<file path="src/rtl/adder_arbiter.sv">
// Round-robin arbiter sharing one 16-bit add/sub datapath among N_REQ requesters.
// Define ADDER_ARB_SAT_EN to clamp overflowed results to 0x7FFF / 0x8000.
module adder_arbiter #(
    parameter int N_REQ = 4,
    parameter int TAG_W = 2
) (
    input  logic                  clk,
    input  logic                  rst_n,
    input  logic [N_REQ-1:0]      req,
    input  logic [16*N_REQ-1:0]   a_bus,
    input  logic [16*N_REQ-1:0]   b_bus,
    input  logic [N_REQ-1:0]      sub_vec,
    output logic [N_REQ-1:0]      gnt,
    output logic                  res_valid,
    input  logic                  res_ready,
    output logic [15:0]           res_sum,
    output logic [TAG_W-1:0]      res_tag,
    output logic                  res_ovf,
    output logic                  busy
);

    typedef enum logic [1:0] {
        IDLE = 2'd0,
        EXEC = 2'd1,
        RESP = 2'd2
    } state_t;

    state_t           state_q, state_d;

    logic [TAG_W-1:0] rr_ptr_q, rr_ptr_d;
    logic [15:0]      a_q, a_d;
    logic [15:0]      b_q, b_d;
    logic             sub_q, sub_d;
    logic [TAG_W-1:0] idx_q, idx_d;

    logic [N_REQ-1:0] gnt_q, gnt_d;
    logic             valid_q, valid_d;
    logic [15:0]      sum_q, sum_d;
    logic [TAG_W-1:0] tag_q, tag_d;
    logic             ovf_q, ovf_d;

    logic             found;
    logic [TAG_W-1:0] sel_idx;
    logic [15:0]      a_sel;
    logic [15:0]      b_sel;
    logic             sub_sel;

    logic [16:0]      a_x;
    logic [16:0]      b_x;
    logic [16:0]      exact;
    logic             calc_ovf;
    logic [15:0]      calc_sum;

    // Cyclic search for the first requester at or after rr_ptr.
    always_comb begin : sel_search
        int               j;
        logic [TAG_W-1:0] cand;
        found   = 1'b0;
        sel_idx = '0;
        j       = 0;
        cand    = '0;
        for (int k = 0; k < N_REQ; k++) begin
            j = int'(rr_ptr_q) + k;
            if (j >= N_REQ) begin
                j = j - N_REQ;
            end
            cand = TAG_W'(j);
            if (!found && req[cand]) begin
                found   = 1'b1;
                sel_idx = cand;
            end
        end
    end

    // Operand mux for the selected requester (constant slices only).
    always_comb begin
        a_sel   = '0;
        b_sel   = '0;
        sub_sel = 1'b0;
        for (int k = 0; k < N_REQ; k++) begin
            if (sel_idx == TAG_W'(k)) begin
                a_sel   = a_bus[16*k +: 16];
                b_sel   = b_bus[16*k +: 16];
                sub_sel = sub_vec[k];
            end
        end
    end

    // Exact 17-bit signed add/sub; overflow when it leaves 16-bit range.
    always_comb begin
        a_x      = {a_q[15], a_q};
        b_x      = {b_q[15], b_q};
        exact    = sub_q ? (a_x - b_x) : (a_x + b_x);
        calc_ovf = exact[16] ^ exact[15];
`ifdef ADDER_ARB_SAT_EN
        if (calc_ovf) begin
            calc_sum = exact[16] ? 16'h8000 : 16'h7FFF;
        end else begin
            calc_sum = exact[15:0];
        end
`else
        calc_sum = exact[15:0];
`endif
    end

    // State register.
    always_ff @(posedge clk) begin
        if (!rst_n) begin
            state_q <= IDLE;
        end else begin
            state_q <= state_d;
        end
    end

    // Next-state logic.
    always_comb begin
        state_d = state_q;
        unique case (state_q)
            IDLE: begin
                if (found) begin
                    state_d = EXEC;
                end
            end
            EXEC: begin
                state_d = RESP;
            end
            RESP: begin
                if (res_ready) begin
                    state_d = IDLE;
                end
            end
            default: begin
                state_d = IDLE;
            end
        endcase
    end

    // Output / datapath next values per state.
    always_comb begin
        rr_ptr_d = rr_ptr_q;
        a_d      = a_q;
        b_d      = b_q;
        sub_d    = sub_q;
        idx_d    = idx_q;
        gnt_d    = '0;
        valid_d  = valid_q;
        sum_d    = sum_q;
        tag_d    = tag_q;
        ovf_d    = ovf_q;
        busy     = (state_q != IDLE);
        unique case (state_q)
            IDLE: begin
                if (found) begin
                    a_d            = a_sel;
                    b_d            = b_sel;
                    sub_d          = sub_sel;
                    idx_d          = sel_idx;
                    gnt_d[sel_idx] = 1'b1;
                end
            end
            EXEC: begin
                sum_d   = calc_sum;
                ovf_d   = calc_ovf;
                tag_d   = idx_q;
                valid_d = 1'b1;
            end
            RESP: begin
                if (res_ready) begin
                    valid_d = 1'b0;
                    if (tag_q == TAG_W'(N_REQ - 1)) begin
                        rr_ptr_d = '0;
                    end else begin
                        rr_ptr_d = tag_q + 1'b1;
                    end
                end
            end
            default: begin
                valid_d = 1'b0;
            end
        endcase
    end

    // Datapath and registered outputs; reset discards any in-flight op.
    always_ff @(posedge clk) begin
        if (!rst_n) begin
            rr_ptr_q <= '0;
            a_q      <= '0;
            b_q      <= '0;
            sub_q    <= 1'b0;
            idx_q    <= '0;
            gnt_q    <= '0;
            valid_q  <= 1'b0;
            sum_q    <= '0;
            tag_q    <= '0;
            ovf_q    <= 1'b0;
        end else begin
            rr_ptr_q <= rr_ptr_d;
            a_q      <= a_d;
            b_q      <= b_d;
            sub_q    <= sub_d;
            idx_q    <= idx_d;
            gnt_q    <= gnt_d;
            valid_q  <= valid_d;
            sum_q    <= sum_d;
            tag_q    <= tag_d;
            ovf_q    <= ovf_d;
        end
    end

    assign gnt       = gnt_q;
    assign res_valid = valid_q;
    assign res_sum   = sum_q;
    assign res_tag   = tag_q;
    assign res_ovf   = ovf_q;

endmodule

</file>
<file path="config.mk">
export PLATFORM = sky130hd
export DESIGN_NAME = adder_arbiter
export DESIGN_NICKNAME = d
export VERILOG_FILES = /design/src/rtl/adder_arbiter.sv
export SDC_FILE = /design/constraint.sdc
export NUM_CORES = 1
export LEC_CHECK = 0
export CORE_MARGIN = 2
export CORE_UTILIZATION = 29
export DETAILED_ROUTE_END_ITERATION = 10
export GPL_ROUTABILITY_DRIVEN = 0
export PLACE_DENSITY = 0.66
export SKIP_CTS_REPAIR_TIMING = 1
export SLEW_MARGIN = 10
export SYNTH_ARGS = -nofsm -noshare
export SYNTH_HDL_FRONTEND = slang
export SYNTH_SLANG_ARGS = --single-unit
</file>
<file path="constraint.sdc">
create_clock -name clk -period 4.5 [get_ports clk]
set_input_delay 1.125 -clock clk [delete_from_list [all_inputs] [get_ports clk]]
set_output_delay 1.125 -clock clk [all_outputs]
set_load 0.02 [all_outputs]
</file>
==> results.json, run 1 <==
{
  "via_count": 4705,
  "cp_data_required_time_ns": 4.76,
  "grt_pass1_vias": 4262,
  "cp-end-kind": "flop",
  "ys.flop_type": "dfxtp_1",
  "async_flop_share_pct": 0,
  "power_density_nw_per_um2": 377,
  "reg2regPathDepth": 14,
  "dp_hpwl_mm": 10.1,
  "cts_tree": "yes",
  "grt_usage_pct": 16.3,
  "clk_pin_slew_ns": 0.05,
  "coreArea_um2": 15000,
  "ant_nets": 0,
  "cts-buffers-inserted": 9,
  "cp_max_fo": 7,
  "grt-ovfl-total": 0,
  "holdPathEnd": "a_q[12]",
  "r2r_end": "res_ovf",
  "antenna_cells": 0,
  "slew_viol_final": 0,
  "p_leak_nw": 2.62,
  "yosysTopAreaCell": "dfxtp_1",
  "num_rows": 45,
  "synth_nets": 799,
  "wire_per_inst_um": 13.5,
  "drc": 0,
  "hold_class": "flop to flop",
  "die_w_um": 127,
  "grt_first_pass_wirelength_mm": 21.4,
  "ys.warnings.count": 0,
  "port_buffers": 163,
  "maxSlewHeadroom_pct": 46.1,
  "critPathArrivalTime_ns": 3.96,
  "vias_per_cell": 4.84,
  "die_area_um2": 16200,
  "netlist.area_leader.share_pct": 28.5,
  "clk_path_buf_depth": 2,
  "die-height_um": 127,
  "reg2reg_setup_slack_ns": 0.80,
  "status": "completed",
  "syn_area_um2": 4420,
  "ys_seq_elements": 63,
  "ios": 164,
  "final_core_util_pct": 43.2,
  "drv_cap": 0,
  "antenna_found_initial": 0,
  "area_delta_synth_final_pct": 47.1,
  "grt_max_degree": 70,
  "seq_area_frac_synth_pct": 28.5,
  "fin_crit_sh_pct": 82.2,
  "min_path_cells": 2,
  "start_kind": "flop",
  "h-tree-depth": 3,
  "clkLatencyLatePin_ns": 0.33,
  "setup_viol": 0,
  "cts-root-buf": "clkbuf_16",
  "timing.final.hold_violations": 0,
  "fillers": 1560,
  "worstMarginPinSlew_ns": 0.809,
  "clock_skew_ns": 0.00768,
  "fin_tns_setup_ns": 0,
  "syn_avg_cell_area_um2": 6.89,
  "synth_edf_count": 0,
  "dr.pass1.iters": 4,
  "start_util_pct": 29.4,
  "holdCritStartpoint": "a_q[12]",
  "ir_drop_uv": 220,
  "reg2reg_from": "b_q[3]",
  "drive_above_1_share_pct": 4.21,
  "clock.fmax_ghz": 0.270,
  "totalWireLength_mm": 13.1,
  "period_minus_slack_ns": 3.70,
  "dr.first_iter.drc_count": 221,
  "rsz0062_at_grt": "false",
  "synthDistinctLibCells": 52,
  "fin_nets": 937,
  "synthCells": 641,
  "synth_area_leaders": "dfxtp_1 29%, nand2_1 16%, nand3_1 12%",
  "criticalPathCategory": "flop to flop",
  "clock_sinks": 63
}
==> Yosys cell counts (5+ instances only) <==
cell / n
nor2_1: 16
clkbuf_1: 37
a21boi_0: 27
a21oi_1: 22
nor2b_1: 6
o21a_1: 9
nand3_1: 107
inv_1: 10
o21ai_0: 16
xnor2_1: 19
a21boi_1: 11
nor3_1: 13
buf_2: 5
dfxtp_1: 63
ha_1: 18
nand2_1: 191
and2_1: 10
==> stage by stage <==
stage	std cells	cell area (µm²)	hold WS [ns]	power (W)	worst slack (ns)
finish	972	6500	0.458	0.00245	0.800
detailed placement	956	6190	0.458	0.00174	0.845
global route	972	6500	0.482	0.00262	0.521
CTS	972	6500	0.465	0.00247	0.806
global placement	956	6190	0.452	0.00173	0.893
floorplan	641	4420	0.439	0.00139	1.09
==> cell type report <==
class | instances | area [µm²] | share of cell area (%)
clock buffers | 12 | 236 | 3.64
repair buffers | 170 | 1690 | 26.0
inverters | 10 | 37.5 | 0.577
multi-input cells | 525 | 2970 | 45.7
clock inverters | 4 | 70.1 | 1.08
flip-flops and latches | 63 | 1260 | 19.4
well taps | 188 | 235 | 3.62
==> worst max-delay path: stages, from the launching register on <==
cell and delay [ns]:
dfxtp_1 0.36, or4_4 0.56, nor3_1 0.20, nand2_1 0.08
nor2_1 0.19, a21oi_1 0.11, xnor2_1 0.16, ha_1 0.35
and3_1 0.20, and2_1 0.17, and3_1 0.20, a2111oi_4 0.37
xnor3_1 0.38, xor2_1 0.15, o21ai_1 0.13
==> report_power, final <==
part | internal [W] | total, W | switching, W
combinational | 0.000509 | 0.00104 | 0.000529
sequential | 0.000632 | 0.000693 | 0.0000617
clock | 0.000483 | 0.000722 | 0.000239
==> sequential cells by signal, summed over array words and instances, names as in the netlist <==
name,cells
state_q,2
gnt,4
b_q,16
a_q,16
res_valid,1
rr_ptr_q,2
res_tag,2
res_ovf,1
idx_q,2
sub_q,1
res_sum,16
==> worst max-delay path by stage <==
stage / end / slack, ns / from / depth (start not counted)
floorplan: res_ovf / 1.09 / b_q[3] / 14
global placement: res_ovf / 0.89 / b_q[3] / 14
detailed placement: res_ovf / 0.85 / b_q[3] / 14
CTS: res_ovf / 0.81 / b_q[3] / 14
global route: res_ovf / 0.52 / b_q[3] / 14
finish: res_ovf / 0.80 / b_q[3] / 14
==> cells in the final DEF, fill, tap and decap left out, types with 2 or more instances in the layout <==
| master | Yosys | layout |
|---|---|---|
| o31ai_1 | 3 | 3 |
| clkdlybuf4s50_1 | 0 | 162 |
| clkinv_2 | 0 | 2 |
| bufinv_16 | 0 | 2 |
| a21o_1 | 3 | 3 |
| nand2_1 | 191 | 191 |
| o21ai_0 | 16 | 16 |
| nor2_1 | 16 | 15 |
| xnor2_1 | 19 | 19 |
| buf_4 | 0 | 6 |
| inv_1 | 10 | 10 |
| nor3_1 | 13 | 13 |
| o211a_1 | 4 | 4 |
| dfxtp_1 | 63 | 63 |
| or2_2 | 3 | 3 |
| a21oi_1 | 22 | 22 |
| nand3b_1 | 2 | 2 |
| a31oi_1 | 3 | 3 |
| nand2b_1 | 3 | 3 |
| and3_1 | 4 | 4 |
| and2_1 | 10 | 10 |
| a21boi_0 | 27 | 27 |
| clkbuf_16 | 0 | 9 |
| o21a_1 | 9 | 9 |
| nor2b_1 | 6 | 6 |
| nand3_1 | 107 | 107 |
| a211oi_1 | 3 | 3 |
| ha_1 | 18 | 18 |
| xor2_1 | 4 | 4 |
| mux2i_1 | 3 | 3 |
| nor3b_1 | 2 | 2 |
| a21boi_1 | 11 | 11 |
| clkbuf_1 | 37 | 3 |
==> per-layer routing <==
layer / vias up / track usage [%] / part of all wire [%]
met5: - / 0 / 0
met1: 2081 / 22.5 / 49
met2: 137 / 24.8 / 43
li1: 2476 / - / -
met3: 11 / 4.69 / 6.4
met4: 0 / 4.27 / 1.2
==> cell families (layout without fill, tap and decap cells) <==
| logic type | after synthesis | count (layout) | share of synthesized area (%) |
|---|---|---|---|
| AOI/OAI and AO/OA | 116 | 116 | 18.8 |
| muxes | 3 | 3 | 0.680 |
| adders and majority gates | 19 | 19 | 5.55 |
| DFF | 63 | 63 | 28.5 |
| and+or+nand+nor | 363 | 363 | 36.7 |
| xor gates and xnor gates | 24 | 24 | 5.07 |
| buffers and inverters | 53 | 196 | 4.64 |
No activity file was read; power rests on OpenSTA's default activity.
==> run 2, diff against run 1 <==
--- a/config.mk
+++ b/config.mk
@@ -9,7 +9,7 @@
 export CORE_UTILIZATION = 29
 export DETAILED_ROUTE_END_ITERATION = 10
 export GPL_ROUTABILITY_DRIVEN = 0
-export PLACE_DENSITY = 0.66
+export PLACE_DENSITY = 0.68
 export SKIP_CTS_REPAIR_TIMING = 1
 export SLEW_MARGIN = 10
 export SYNTH_ARGS = -nofsm -noshare
==> constraint.sdc (replaced) <==
create_clock -name clk -period 3.2 [get_ports clk]
set_input_delay 0.8 -clock clk [delete_from_list [all_inputs] [get_ports clk]]
set_output_delay 0.8 -clock clk [all_outputs]
set_load 0.02 [all_outputs]
==> results.json, run 2 (synthesis results as in run 1) <==
{
  "cp-startpoint": "b_q[5]",
  "violations": "setup timing",
  "h-tree-depth": 3,
  "drv_cap": 0,
  "clkLatencyLatePin_ns": 0.33,
  "antenna_found_initial": 0,
  "drive_above_1_share_pct": 9.79,
  "final_area_um2": 6870,
  "holdWs_ns": 0.457,
  "cts-root-buf": "clkbuf_16",
  "worst_slack_ns": -0.0874,
  "cp-end-kind": "flop",
  "grt-ovfl-total": 0,
  "reg2reg_from": "b_q[5]",
  "grt_pass1_vias": 4711,
  "critPathArrivalTime_ns": 3.51,
  "vias_per_cell": 4.86,
  "final_cells": 1005,
  "cts_tree": "yes",
  "holdCritStartpoint": "a_q[6]",
  "power_density_nw_per_um2": 533,
  "cts-buffers-inserted": 9,
  "worstMarginPinSlew_ns": 0.860,
  "min_path_cells": 2,
  "final_cell_mix": "191 x nand2_1, 162 x clkdlybuf4s50_1, 107 x nand3_1",
  "fin_tns_setup_ns": -0.153,
  "slew_viol_final": 0,
  "cp_data_required_time_ns": 3.43,
  "die-height_um": 127,
  "clk_path_buf_depth": 2,
  "start_util_pct": 29.4,
  "totalWireLength_mm": 13.7,
  "status": "finished with violations",
  "timing.final.hold_violations": 0,
  "clock_sinks": 63,
  "area_delta_synth_final_pct": 55.4,
  "coreArea_um2": 15000,
  "clk_pin_slew_ns": 0.05,
  "port_buffers": 163,
  "grt_usage_pct": 17.1,
  "dr.first_iter.drc_count": 244,
  "antenna_cells": 0,
  "clock.fmax_ghz": 0.304,
  "power_w": 0.00366,
  "grt_first_pass_wirelength_mm": 22.8,
  "die_area_um2": 16200,
  "start_kind": "flop",
  "period_minus_slack_ns": 3.29,
  "dr.pass1.iters": 4,
  "ios": 164,
  "rsz0062_at_grt": "true",
  "drc": 0,
  "dpl_cell_area_um2": 6470,
  "via_count": 4884,
  "p_leak_nw": 2.81,
  "layout_commonest_cell": "nand2_1",
  "criticalPathCategory": "flop to flop",
  "grt_max_degree": 48,
  "reg2regPathDepth": 13,
  "cp_max_fo": 4,
  "ir_drop_uv": 359,
  "wire_per_inst_um": 13.6,
  "hold_class": "flop to flop",
  "dp_hpwl_mm": 10.6,
  "fin_crit_sh_pct": 103,
  "fin_nets": 970,
  "ant_nets": 0,
  "setup_viol": 2,
  "die_w_um": 127,
  "num_rows": 45,
  "clock_skew_ns": 0.00446,
  "place_inst": 986,
  "maxSlewHeadroom_pct": 42.7
}
-- run 2: cell type report --
| cell class | instances | area (µm²) |
|---|---|---|
| Timing Repair Buffer | 203 | 1980 |
| Tap cell | 188 | 235 |
| Multi-Input combinational cell | 525 | 3040 |
| Inverter | 10 | 37.5 |
| Sequential cell | 63 | 1260 |
| Clock inverter | 3 | 40.0 |
| Clock buffer | 13 | 270 |
| Fill cell | 1507 | 8170 |
-- run 2: power breakdown --
group	switching, W	internal [W]
Sequential	0.0000779	0.000889
Combinational	0.000820	0.000873
Clock	0.000335	0.000663
-- run 2: final timing paths --
path                                    end  slack [ns]
worst max-delay path            res_sum[15]       -0.09
worst min-delay path                 a_q[6]        0.46
worst max register to register  res_sum[15]       -0.09
worst min register to register       a_q[6]        0.46
-- run 2: worst max-delay path: stages, from the launching register on --
cell      delay, ns
dfxtp_1        0.30
or4_4          0.56
and4bb_4       0.41
a31oi_4        0.09
xnor2_1        0.18
ha_1           0.26
buf_6          0.13
a21oi_4        0.16
o21ai_2        0.09
or2_4          0.24
a311oi_2       0.29
a311o_1        0.22
o21ai_1        0.07
and2_1         0.18
-- run 2: through the flow --
step	setup slack, ns	util (%)
CTS	-0.217	45.1
global placement	-0.0333	43.1
floorplan	0.00303	-
detailed placement	-0.130	43.1
global route	-0.235	45.7
finish	-0.0874	45.7
-- run 2: per-layer routing --
layer  wire length, µm  global-route usage, %  vias up
met4               159                   4.98        0
li1                  -                      -     2541
met5                 0                      0        -
met3               748                   2.93       11
met1              6630                   23.9     2182
met2              6160                   27.0      150
